--- src/rtl/object_datapath.sv ---
// object_datapath: position/direction registers for a bouncing box plus a
// one-pixel-per-cycle sprite scanner that feeds a VGA adapter.
module object_datapath #(
  parameter int          SCREEN_W  = 160,
  parameter int          SCREEN_H  = 120,
  parameter int          BOX       = 4,
  parameter int          X_INIT    = 0,
  parameter int          Y_INIT    = 60,
  parameter logic [2:0]  DRAW_COL  = 3'b111,
  parameter logic [2:0]  ERASE_COL = 3'b000
) (
  input  logic       clk,
  input  logic       reset_n,
  input  logic       move_en,
  input  logic       load_coord,
  input  logic       datapath_en,
  input  logic       plot,
  input  logic [1:0] op,
  output logic [7:0] x_out,
  output logic [6:0] y_out,
  output logic [2:0] colour,
  output logic       writeEn,
  output logic       done,
  output logic       touch_edge
);

  localparam int             NPIX  = BOX * BOX;
  localparam int             CW    = $clog2(NPIX);
  localparam int             HW    = CW / 2;
  localparam logic [CW-1:0]  LAST  = CW'(NPIX - 1);
  localparam logic [7:0]     X_MAX = 8'(SCREEN_W - BOX);
  localparam logic [6:0]     Y_MAX = 7'(SCREEN_H - BOX);

  // Direction after a step: bounce off a border, otherwise keep going.
  // dir = 1 means increasing coordinate (right / down).
  function automatic logic next_dir_x(input logic [7:0] p, input logic d);
    if (p == 8'd0)       return 1'b1;
    else if (p == X_MAX) return 1'b0;
    else                 return d;
  endfunction

  function automatic logic next_dir_y(input logic [6:0] p, input logic d);
    if (p == 7'd0)       return 1'b1;
    else if (p == Y_MAX) return 1'b0;
    else                 return d;
  endfunction

  logic [7:0]    pos_x_q, pos_x_d;
  logic [6:0]    pos_y_q, pos_y_d;
  logic          dir_x_q, dir_x_d;
  logic          dir_y_q, dir_y_d;
  logic          armed_q, armed_d;
  logic [CW-1:0] cnt_q, cnt_d;
  logic [7:0]    x_q, x_d;
  logic [6:0]    y_q, y_d;
  logic [2:0]    col_q, col_d;
  logic          we_q, we_d;
  logic          done_q, done_d;
  logic          touch_q, touch_d;

  logic [HW-1:0] scan_col;
  logic [HW-1:0] scan_row;
  logic          step;

  assign scan_col = cnt_q[HW-1:0];
  assign scan_row = cnt_q[CW-1:HW];
  // Motion is only allowed between scans so draw/erase always match.
  assign step     = load_coord & armed_q & ~datapath_en;

  // Next-state for the pixel scanner and VGA outputs.
  always_comb begin
    cnt_d  = cnt_q;
    x_d    = x_q;
    y_d    = y_q;
    col_d  = col_q;
    we_d   = 1'b0;
    done_d = 1'b0;
    if (datapath_en) begin
      x_d  = pos_x_q + {{(8 - HW){1'b0}}, scan_col};
      y_d  = pos_y_q + {{(7 - HW){1'b0}}, scan_row};
      case (op)
        2'b00:   col_d = DRAW_COL;
        2'b01:   col_d = ERASE_COL;
        default: col_d = col_q;
      endcase
      we_d   = plot & ~op[1];
      done_d = (cnt_q == LAST);
      cnt_d  = cnt_q + CW'(1);
    end else begin
      cnt_d = '0;
    end
  end

  // Next-state for position, direction, arming and border detection.
  always_comb begin
    pos_x_d = pos_x_q;
    pos_y_d = pos_y_q;
    dir_x_d = dir_x_q;
    dir_y_d = dir_y_q;
    armed_d = move_en | (armed_q & ~step);
    touch_d = (pos_x_q == 8'd0) | (pos_x_q == X_MAX) |
              (pos_y_q == 7'd0) | (pos_y_q == Y_MAX);
    if (step) begin
      dir_x_d = next_dir_x(pos_x_q, dir_x_q);
      dir_y_d = next_dir_y(pos_y_q, dir_y_q);
      pos_x_d = dir_x_d ? pos_x_q + 8'd1 : pos_x_q - 8'd1;
      pos_y_d = dir_y_d ? pos_y_q + 7'd1 : pos_y_q - 7'd1;
    end
  end

  // State register; reset clears the scan and returns the box home.
  always_ff @(posedge clk or negedge reset_n) begin
    if (!reset_n) begin
      pos_x_q <= 8'(X_INIT);
      pos_y_q <= 7'(Y_INIT);
      dir_x_q <= 1'b1;
      dir_y_q <= 1'b1;
      armed_q <= 1'b0;
      cnt_q   <= '0;
      x_q     <= '0;
      y_q     <= '0;
      col_q   <= '0;
      we_q    <= 1'b0;
      done_q  <= 1'b0;
      touch_q <= 1'b0;
    end else begin
      pos_x_q <= pos_x_d;
      pos_y_q <= pos_y_d;
      dir_x_q <= dir_x_d;
      dir_y_q <= dir_y_d;
      armed_q <= armed_d;
      cnt_q   <= cnt_d;
      x_q     <= x_d;
      y_q     <= y_d;
      col_q   <= col_d;
      we_q    <= we_d;
      done_q  <= done_d;
      touch_q <= touch_d;
    end
  end

  assign x_out      = x_q;
  assign y_out      = y_q;
  assign colour     = col_q;
  assign writeEn    = we_q;
  assign done       = done_q;
  assign touch_edge = touch_q;

endmodule
--- config.mk ---
export PLATFORM = sky130hd
export DESIGN_NAME = object_datapath
export DESIGN_NICKNAME = d
export VERILOG_FILES = /design/src/rtl/object_datapath.sv
export SDC_FILE = /design/constraint.sdc
export NUM_CORES = 1
export LEC_CHECK = 0
export BUFFER_PORTS_ARGS = -buffer_cell sky130_fd_sc_hd__buf_2
export CAP_MARGIN = 20
export CORE_ASPECT_RATIO = 1.1
export CORE_MARGIN = 5
export CORE_UTILIZATION = 55
export CTS_CLUSTER_DIAMETER = 50
export DETAILED_ROUTE_END_ITERATION = 8
export PLACE_DENSITY_LB_ADDON = 0.08
export SLEW_MARGIN = 25
export SYNTH_ARGS = -nofsm -noshare
export SYNTH_HDL_FRONTEND = slang
export SYNTH_SLANG_ARGS = --single-unit
--- constraint.sdc ---
create_clock -name clk -period 6.6 [get_ports clk]
set_input_delay 0.66 -clock clk [delete_from_list [all_inputs] [get_ports clk]]
set_output_delay 0.66 -clock clk [all_outputs]
set_load 0.005 [all_outputs]
[Word-level counts from Yosys, hierarchy flattened]
Cells that the tools add are included.
Operators by class
  add/sub/neg operators: 7
  equal/unequal tests: 4
  muxes and demuxes: 12
  bitwise operators: 11
  reduce and logical (&&, ||, !) cells: 5
Operators with widths (number)
  $add 8x1->8 const B: 1
  $add 8x2->8: 1
  $eq 8x8->1 const B: 1
  $logic_not 8->1: 1
  $mux 1: 8
  $mux 8: 1
  $sub 8x1->8 const B: 1
  $add 7x1->7 const B: 1
  $add 7x2->7: 1
  $eq 7x7->1 const B: 1
  $logic_not 7->1: 1
  $mux 7: 1
  $sub 7x1->7 const B: 1
  $pmux 3 s2: 1
  $add 4x1->4 const B: 1
  $and 1x1->1: 4
  $eq 4x4->1 const B: 1
  $mux 4: 1
  $or 1x1->1: 4
  $not 1->1: 3
  $eq 2x1->1 const B: 1
  $logic_not 2->1: 1
  $reduce_and 2->1: 1
  $reduce_bool 2->1: 1
Word-level totals
  register bits: 43
  input bits: 8
  output and inout bits: 21
  logic and storage cells: 51

[Depth between registers and ports, before layout]
Gate-level depths: netlist (run 1).
  depth in word-level cells: 5
  depth in mapped cells: 10

[Least setup slack after synthesis (run 1)]
Ideal clock, no wire load.
  path type: register to register
  start point: register pos_y_q[4]
  end point: register pos_y_q[6]
  setup time: 0.121 ns
  arrival time: 2.327 ns
  data required time: 6.479 ns
  setup slack: 4.152 ns
  stages on the path, launching flop included: 11
  buffers on the path: 1
  clock period less this slack: 2.448 ns
  path through: dfstp_2 -> buf_2 -> nor4_1 -> a21oi_1 -> nand2_4 -> o21ai_0 -> ha_1 -> or4_1 -> nor3_1 -> o221ai_1 -> a22o_1
Between the ends
  word-level cells in the longest chain between the ends: 5
  elaborated cells between the ends (all ways): 8
  those cells by class: add/sub (2); eq/ne (1); mux (4); reduce/logical (1)
RTL lines
  start: declaration: line 49  | logic [6:0] pos_y_q, pos_y_d;
  start signal: assignment: line 115  | pos_y_q <= 7'(Y_INIT);
  start signal: assignment: line 128  | pos_y_q <= pos_y_d;
  $eq 7x7->1: line 44  | else if (p == Y_MAX) return 1'b0;
  $mux 1: line 44
  $mux 1: line 43  | if (p == 7'd0) return 1'b1;
  $mux 1: line 103  | if (step) begin
  $mux 7 (*): line 107  | pos_y_d = dir_y_d ? pos_y_q + 7'd1 : pos_y_q - 7'd1;
Mark *: on every way between the ends. The rest lies on a longest branch, timed or not. The select of a mux whose other input is x is not followed.
A chain may end at the register's enable or synchronous reset.

[Final worst setup path (run 1)]
  start point: register pos_y_q[1]
  end point: register pos_y_q[6]
The elaborated chain is that of the path after synthesis.

==> impl_metrics.json, run 1 <==
{
  "fin_tns_setup_ns": 0,
  "drv_slew": 0,
  "cts_inserted_buffers": 5,
  "ys_seq_area_share_pct": 43.7,
  "synth_edf_count": 0,
  "fin_crit_ns": 2.68,
  "clockRootBuffer": "clkbuf_8",
  "row_count": 25,
  "cp_slowest_stage_delay_ns": 0.48,
  "post_cts_resized": 0,
  "rsz0062_at_grt": "no",
  "syn_inst": 240,
  "ios": 29,
  "cp_top_family": "simple AND/OR/NAND/NOR gates",
  "cts_buffer_depth": 2,
  "min_path_type": "in2async",
  "max_freq_mhz": 374,
  "drc": 0,
  "gp_congestion": 0.895,
  "use_met3_pct": 3.80,
  "avgRoutedWirePerCell_um": 13.9,
  "utilization_pct": 61.8,
  "final-setup-viol-count": 0,
  "dpl.cell_count": 304,
  "finalPower_mw": 1.16,
  "cp_cell_sequence": "nor3_1 > a21oi_1 > nand2_4 > o21ai_0 > ha_1 > or4_1 > nor3_1 > o221ai_1 > a22o_1",
  "postCtsHoldBufs": 0,
  "p_per_area_nw_per_um2": 444,
  "finalHoldViolCount": 0,
  "outcome": "finished, final reports clean",
  "synth_top_flop_cell": "dfrtp_1",
  "dr_total_vias": 1695,
  "fin_crit_sh_pct": 40.5,
  "die_area_um2": 5710,
  "core_um2": 4220,
  "crit_path_frequent_cell": "nor3_1",
  "p_leak_nw": 1.17,
  "syn_area_um2": 2360,
  "drive_gt1_share_pct": 21.7,
  "hpwl_um": 2990,
  "grt_antenna_before_repair": 0,
  "cp_slowest_cell": "dfrtp_1",
  "ant_nets": 0,
  "gr-usage-all-layers_pct": 17.1,
  "die_h_um": 78.8,
  "yosysTopAreaCell": "dfrtp_1",
  "ys_top_cells_by_area": "dfrtp_1, dfstp_2, xnor2_1",
  "clkLatencyLatePin_ns": 0.30,
  "routed_via_density": 5.43,
  "use_met2_pct": 25.7,
  "grt_pass1_wl_um": 7600,
  "cts_tree": "yes",
  "crit_path_end_kind": "flop",
  "grt_overflow": 0,
  "cts_setup_buffers": 0,
  "drt_iter0_drc": 98,
  "wirelength_um": 4330,
  "dr.pass1.iters": 4,
  "syn_nets": 257,
  "cp.depth": 9,
  "cap_viol_max_count": 0,
  "ys_types": 47,
  "tightest_slew_ns": 0.656,
  "area_growth_pct": 10.4,
  "critPathBufInv": 0,
  "grt_max_degree": 42,
  "htree_num_levels": 2,
  "synth_top_cell_area_share_pct": 37.0,
  "arrival_ns": 2.87,
  "crit_required_ns": 6.79,
  "io_buffers": 28,
  "pre_cts_slack_ns": 3.94,
  "syn_area_per_cell_um2": 9.85,
  "grt_pass1_vias": 1593,
  "clk_pin_slew_ns": 0.08,
  "worstSetupPathType": "reg2reg",
  "ys_async_sr_fraction_pct": 100,
  "use_met1_pct": 23.7,
  "initial_core_util_pct": 56.0,
  "ys_ff_latch": 41,
  "cp-start-kind": "flop",
  "relSlewSlack_pct": 56.1,
  "yosysWarnings": 0,
  "stdcell_count": 312,
  "clock_skew_ns": 0.00895,
  "antennaDiodeCount": 0,
  "reg2reg_depth": 9,
  "setup_ws_ns": 3.92,
  "critPathMaxFanout": 10,
  "worst_ir_drop_vdd_mv": 0.244,
  "cts.sinks": 41,
  "fin_nets": 274,
  "top_usage_layer": "met2",
  "die_w_um": 72.5
}
-- state kept, by name (all words and copies together) (netlist names) --
| register | count |
|---|---|
| done | 1 |
| armed_q | 1 |
| pos_y_q | 7 |
| touch_edge | 1 |
| dir_y_q | 1 |
| writeEn | 1 |
| colour | 1 |
| dir_x_q | 1 |
| x_out | 8 |
| cnt_q | 4 |
| pos_x_q | 8 |
| y_out | 7 |
-- cell type report --
type	instances	area, um^2
clock buffer	5	68.8
clock inverter	3	65.1
fill	361	1610
inverter	9	33.8
multi-input combinational	172	1200
sequential	41	1030
tap	54	67.6
timing repair buffer	28	143
-- cell usage in the layout, fill, tap and decap left out, types with 7 or more instances in the layout --
cell type and instances:
mux2_2 7, nor3_1 9, ha_1 7, nand3_1 9, dfrtp_1 35, xnor2_1 13, inv_1 9, xor2_1 13
buf_2 27, a21oi_1 16, nand2_1 20, nor2_1 20
-- metal layers --
metal	vias to the layer above	wire, um
met5	-	0
met3	4	250
li1	859	-
met2	46	1950
met1	786	2080
met4	0	50
-- worst reg2reg max path: stages (launching register included) --
cell      delay [ns]
dfrtp_1         0.48
nor3_1          0.35
a21oi_1         0.19
nand2_4         0.15
o21ai_0         0.09
ha_1            0.23
or4_1           0.44
nor3_1          0.21
o221ai_1        0.17
a22o_1          0.26
-- cells in the mapped netlist, drive strengths merged (2+ instances only) --
cell type / number
nand2: 22
nor3: 9
and2: 4
clkbuf: 4
xor2: 13
a21oi: 16
nand4: 3
nor2b: 4
o21ai: 6
and3: 3
dfstp: 6
inv: 9
buf: 14
nand3: 9
xnor2: 13
ha: 7
mux2i: 6
nand2b: 2
nor2: 20
or3: 3
fa: 2
dfrtp: 35
nor4: 4
a21o: 2
mux2: 8
or4: 2
nand3b: 3
-- kinds of logic after synthesis --
group | Yosys count | synth area share (%)
AO/OA/AOI/OAI | 32 | 9.47
XOR/XNOR | 26 | 9.63
adder cells (fa/ha/maj) | 9 | 5.40
buffers and inverters | 27 | 5.55
flip-flops | 41 | 43.7
multiplexers | 14 | 6.35
AND/OR/NAND/NOR | 91 | 19.9
-- stage by stage --
stage	hold WS (ns)	cell area, um^2
final	0.326	2610
after global routing	0.373	2610
after CTS	0.501	2610
after detailed placement	0.486	2470
after global placement	0.479	2470
after floorplan	0.364	2360
-- power by group --
group | internal [mW] | leakage (nW) | switching [mW] | total (mW)
Combinational | 0.202 | 0.606 | 0.199 | 0.401
Clock | 0.150 | 0.0681 | 0.0891 | 0.239
Sequential | 0.361 | 0.491 | 0.158 | 0.518
Total | 0.713 | 1.17 | 0.446 | 1.16
-- worst paths after layout --
path	slack (ns)	startpoint	to
max	3.92	pos_y_q[1]$_DFFE_PN0P_	pos_y_q[6]$_DFFE_PN0P_
min	0.33	reset_n	x_out[7]$_DFFE_PN0P_
max reg2reg	3.92	pos_y_q[1]$_DFFE_PN0P_	pos_y_q[6]$_DFFE_PN0P_
min reg2reg	0.50	cnt_q[0]$_DFF_PN0_	cnt_q[0]$_DFF_PN0_
max in group asynchronous	5.90	reset_n	dir_y_q$_DFFE_PN1P_
min in group clk	0.50	cnt_q[0]$_DFF_PN0_	cnt_q[0]$_DFF_PN0_
Power figures use the tool's default switching activity.
==> run 2: changes to the inputs <==
==> constraint.sdc (replaced) <==
create_clock -name clk -period 2.5 [get_ports clk]
set_input_delay 0.25 -clock clk [delete_from_list [all_inputs] [get_ports clk]]
set_output_delay 0.25 -clock clk [all_outputs]
set_load 0.005 [all_outputs]
==> run 2 against run 1 <==
Against the previous run: hold slack lost 0.19 ns; global-route usage grew 0.84 points; first-iteration DRC count shrank 27%; die area is the same.
==> impl_metrics.json, run 2 (synthesis results as in run 1) <==
{
  "min_path_type": "in2reg",
  "antennaDiodeCount": 0,
  "final_area_um2": 2760,
  "max_freq_mhz": 418,
  "mostFrequentLayoutCells": "dfrtp_1, buf_2, nand2_1, nor2_1, buf_4",
  "die_h_um": 78.8,
  "grt_overflow": 0,
  "cts.sinks": 41,
  "drive_gt1_share_pct": 28.2,
  "placed_area_um2": 2610,
  "fin_worst_hold_slack_ns": 0.136,
  "row_count": 25,
  "fin_nets": 293,
  "drv_slew": 0,
  "p_leak_nw": 1.25,
  "clkLatencyLatePin_ns": 0.29,
  "crit_path_end_kind": "flop",
  "area_growth_pct": 16.5,
  "tightest_slew_ns": 0.512,
  "core_um2": 4220,
  "relSlewSlack_pct": 65.9,
  "worstSetupPathType": "reg2reg",
  "worst_ir_drop_vdd_mv": 0.616,
  "fillers": 351,
  "cts_inserted_buffers": 5,
  "ios": 29,
  "io_buffers": 28,
  "routed_via_density": 5.49,
  "avgRoutedWirePerCell_um": 14.0,
  "p_per_area_nw_per_um2": 1160,
  "clk_pin_slew_ns": 0.08,
  "cp-start-kind": "flop",
  "cts_buffer_depth": 2,
  "clockRootBuffer": "clkbuf_8",
  "die_area_um2": 5710,
  "clock_skew_ns": 0.00607,
  "grt_pass1_vias": 1750,
  "hpwl_um": 3280,
  "htree_num_levels": 2,
  "outcome": "finished, final reports clean",
  "dr.pass1.iters": 4,
  "cts_setup_buffers": 0,
  "grt_max_degree": 42,
  "crit_start": "pos_y_q[1]$_DFFE_PN0P_",
  "crit_path_frequent_cell": "buf_4",
  "rsz0062_at_grt": "yes",
  "ant_nets": 0,
  "cp_slowest_cell": "or3_4",
  "fin_crit_sh_pct": 95.7,
  "gr-usage-all-layers_pct": 18.0,
  "initial_core_util_pct": 56.0,
  "grt_antenna_before_repair": 0,
  "cp_slowest_stage_delay_ns": 0.41,
  "finalHoldViolCount": 0,
  "drt_iter0_drc": 72,
  "gp_congestion": 0.864,
  "wirelength_um": 4640,
  "hold_start": "move_en",
  "die_w_um": 72.5,
  "cap_viol_max_count": 0,
  "top_usage_layer": "met2",
  "crit_required_ns": 2.68,
  "cp_cell_sequence": "buf_4 > or3_4 > o21ai_4 > nand2_4 > o21ai_0 > ha_1 > buf_4 > nand3_1 > nor2_1 > o221ai_1 > a22o_1",
  "cts_tree": "yes",
  "grt_pass1_wl_um": 8180,
  "arrival_ns": 2.57,
  "drc": 0,
  "critPathMaxFanout": 9,
  "dr_total_vias": 1816,
  "use_met2_pct": 26.2,
  "use_met1_pct": 26.1,
  "reg2reg_from": "pos_y_q[1]$_DFFE_PN0P_",
  "final-setup-viol-count": 0,
  "layout_commonest_cell": "dfrtp_1",
  "fin_crit_ns": 2.39,
  "use_met3_pct": 4.30
}
## run 2: cell count changes in the layout (fill, tap and decap cells not counted)
cell           change
bufinv_16          -2
nor4_2             +1
nor3_2             +2
dlygate4sd3_1      +1
nor4_1             -2
nor4_4             +1
clkbuf_8           +2
buf_4             +18
nor3_1             -2
## run 2: final cells by class
class / count / area (um^2) / area share (%)
Inverter: 9 / 33.8 / 1.23
Sequential cell: 41 / 1030 / 37.5
Clock buffer: 7 / 96.3 / 3.50
Clock inverter: 1 / 5.00 / 0.182
Multi-Input combinational cell: 172 / 1230 / 44.7
Tap cell: 54 / 67.6 / 2.45
Timing Repair Buffer: 47 / 288 / 10.4
## run 2: power breakdown
part | internal, mW | total [mW] | switching [mW]
sequential | 0.953 | 1.20 | 0.248
combinational | 0.722 | 1.51 | 0.787
clock | 0.250 | 0.474 | 0.224
total | 1.93 | 3.19 | 1.26
## run 2: routing by layer
metal,vias to the layer above,wire length [um],part of all wire [%]
li1,897,-,-
met1,868,2300,49
met2,47,2060,44
met3,4,240,5.2
met4,0,46,0.99
met5,-,0,0
## run 2: path summary, 6_finish.rpt
path	slack [ns]	endpoint	depth (start not counted)
min in group asynchronous	0.48	pos_x_q[7]$_DFFE_PN0P_	2
setup reg to reg	0.11	pos_y_q[6]$_DFFE_PN0P_	11
setup / recovery	0.11	pos_y_q[6]$_DFFE_PN0P_	11
hold reg to reg	0.49	cnt_q[0]$_DFF_PN0_	1
hold / removal	0.14	armed_q$_DFF_PN0_	2
max in group asynchronous	1.65	pos_y_q[4]$_DFFE_PN1P_	2
## run 2: critical path, delay by kind of cell (launching register included)
family                   cells  cell delay, ns
AO/OA/AOI/OAI                4            0.73
AND/OR/NAND/NOR              4            0.70
flip-flops                   1            0.40
buffers and inverters        2            0.28
adder cells (fa/ha/maj)      1            0.18
## run 2: what timing repair did
item | CTS | global route
hold endpoints to repair | 0 | 35
gates resized for setup | 0 | 5
hold buffers | 0 | 1
endpoints found under the setup margin | 0 | 2
## run 2: per-stage QoR
step | power [mW] | setup TNS (ns) | util [%] | setup WS (ns) | cells
finish | 3.19 | 0 | 65.2 | 0.108 | 331
global route | 3.44 | -0.0462 | 65.2 | -0.0462 | 331
CTS | 3.16 | 0 | 64.2 | 0.00736 | 330
global placement | 2.65 | 0 | 61.8 | 0.0590 | 322
detailed placement | 2.67 | 0 | 61.8 | 0.0296 | 322
floorplan | 2.17 | 0 | - | 0.0525 | 240
==> run 3: changes to the inputs <==
--- a/config.mk
+++ b/config.mk
@@ -13,6 +13,7 @@
 export CTS_CLUSTER_DIAMETER = 50
 export DETAILED_ROUTE_END_ITERATION = 8
 export PLACE_DENSITY_LB_ADDON = 0.08
+export RECOVER_POWER = 25
 export SLEW_MARGIN = 25
 export SYNTH_ARGS = -nofsm -noshare
 export SYNTH_HDL_FRONTEND = slang
==> run 3 against run 2 <==
Against the previous run: clock power hardly changed; die area unchanged; global-route usage stayed put; largest power group unchanged.
==> impl_metrics.json, run 3 (synthesis results as in run 1) <==
{
  "outcome": "finished, final reports clean",
  "critPathMaxFanout": 9,
  "hold_start": "move_en",
  "worst_ir_drop_vdd_mv": 0.616,
  "rsz0062_at_grt": "yes",
  "crit_start": "pos_y_q[1]$_DFFE_PN0P_",
  "ios": 29,
  "arrival_ns": 2.57,
  "row_count": 25,
  "min_path_type": "in2reg",
  "cts.sinks": 41,
  "final-setup-viol-count": 0,
  "ant_nets": 0,
  "dr_total_vias": 1816,
  "mostFrequentLayoutCells": "dfrtp_1, buf_2, nand2_1, nor2_1, buf_4",
  "io_buffers": 28,
  "hpwl_um": 3280,
  "clkLatencyLatePin_ns": 0.29,
  "area_growth_pct": 16.4,
  "grt_max_degree": 42,
  "wirelength_um": 4640,
  "cts_inserted_buffers": 5,
  "die_h_um": 78.8,
  "grt_overflow": 0,
  "crit_path_end_kind": "flop",
  "cts_tree": "yes",
  "p_per_area_nw_per_um2": 1160,
  "endpoint": "pos_y_q[6]$_DFFE_PN0P_",
  "grt_pass1_vias": 1750,
  "grt_antenna_before_repair": 0,
  "cts_buffer_depth": 2,
  "avgRoutedWirePerCell_um": 14.0,
  "max_freq_mhz": 418,
  "htree_num_levels": 2,
  "finalHoldViolCount": 0,
  "tightest_slew_ns": 0.995,
  "drc": 0,
  "fin_nets": 293,
  "seqCellArea_um2": 1030,
  "clock_skew_ns": 0.00607,
  "fin_crit_sh_pct": 95.7,
  "dpl.cell_count": 322,
  "die_w_um": 72.5,
  "drt_iter0_drc": 72,
  "fin_worst_hold_slack_ns": 0.136,
  "initial_core_util_pct": 56.0,
  "dr.pass1.iters": 4,
  "drv_slew": 0,
  "worstSetupPathType": "reg2reg",
  "relSlewSlack_pct": 33.7,
  "gp_congestion": 0.864,
  "reg2reg_depth": 11,
  "crit_required_ns": 2.68,
  "core_um2": 4220,
  "timing.rr.end": "pos_y_q[6]$_DFFE_PN0P_",
  "antennaDiodeCount": 0,
  "fillers": 352,
  "clockRootBuffer": "clkbuf_8",
  "finalPower_mw": 3.18,
  "rrSetupSlack_ns": 0.11,
  "clk_pin_slew_ns": 0.08,
  "cap_viol_max_count": 0,
  "routed_via_density": 5.49,
  "grt_pass1_wl_um": 8180,
  "reg2reg_from": "pos_y_q[1]$_DFFE_PN0P_",
  "drive_gt1_share_pct": 28.2,
  "multi_input_area_um2": 1230,
  "die_area_um2": 5710,
  "layout_commonest_cell": "dfrtp_1",
  "cp-start-kind": "flop",
  "p_leak_nw": 1.25,
  "stdcell_count": 331,
  "fin_crit_ns": 2.39,
  "gr-usage-all-layers_pct": 18.0
}
-- run 3: what timing repair did --
action | 4_1_cts | 5_1_grt
hold buffers | 0 | 1
hold endpoints to repair | 0 | 35
setup endpoints to repair | 0 | 2
setup buffers | 0 | 0
gates resized for setup | 0 | 5
-- run 3: per-stage QoR --
| stage | worst slack (ns) | setup TNS [ns] | cell area, um^2 | util [%] |
|---|---|---|---|---|
| floorplan | 0.0525 | 0 | 2360 | - |
| global placement | 0.0590 | 0 | 2610 | 61.8 |
| detailed placement | 0.0296 | 0 | 2610 | 61.8 |
| CTS | 0.00736 | 0 | 2710 | 64.2 |
| global route | -0.0462 | -0.0462 | 2750 | 65.2 |
| finish | 0.108 | 0 | 2750 | 65.2 |
-- run 3: worst min-delay path by stage --
stage	to	depth (start not counted)
final	armed_q$_DFF_PN0_	2
after global routing	armed_q$_DFF_PN0_	2
after CTS	pos_y_q[1]$_DFFE_PN0P_	1
after detailed placement	writeEn$_DFF_PN0_	1
after global placement	writeEn$_DFF_PN0_	1
after floorplan	armed_q$_DFF_PN0_	0
-- run 3: critical path, cell delays in order (launching register included) --
cell      delay [ns]
dfrtp_1         0.40
buf_4           0.17
or3_4           0.41
o21ai_4         0.19
nand2_4         0.06
o21ai_0         0.15
ha_1            0.18
buf_4           0.11
nand3_1         0.09
nor2_1          0.14
o221ai_1        0.13
a22o_1          0.26
-- run 3: cell type report --
cell class | count | share of cell area [%]
tap | 54 | 2.45
multi-input combinational | 172 | 44.7
timing repair buffer | 47 | 10.4
inverter | 9 | 1.23
clock buffer | 7 | 3.50
sequential | 41 | 37.5
clock inverter | 1 | 0.182
-- run 3: per-layer routing --
metal	GRT usage, %	vias up	part of all wire [%]	wire length (um)
met3	4.30	4	5.2	240
li1	-	897	-	-
met1	26.1	868	49	2300
met4	5.90	0	0.99	46
met2	26.2	47	44	2060
met5	0	-	0	0
-- run 3: power breakdown --
group / switching, mW / total (mW) / internal, mW
clock: 0.224 / 0.474 / 0.250
combinational: 0.787 / 1.51 / 0.722
sequential: 0.248 / 1.20 / 0.953
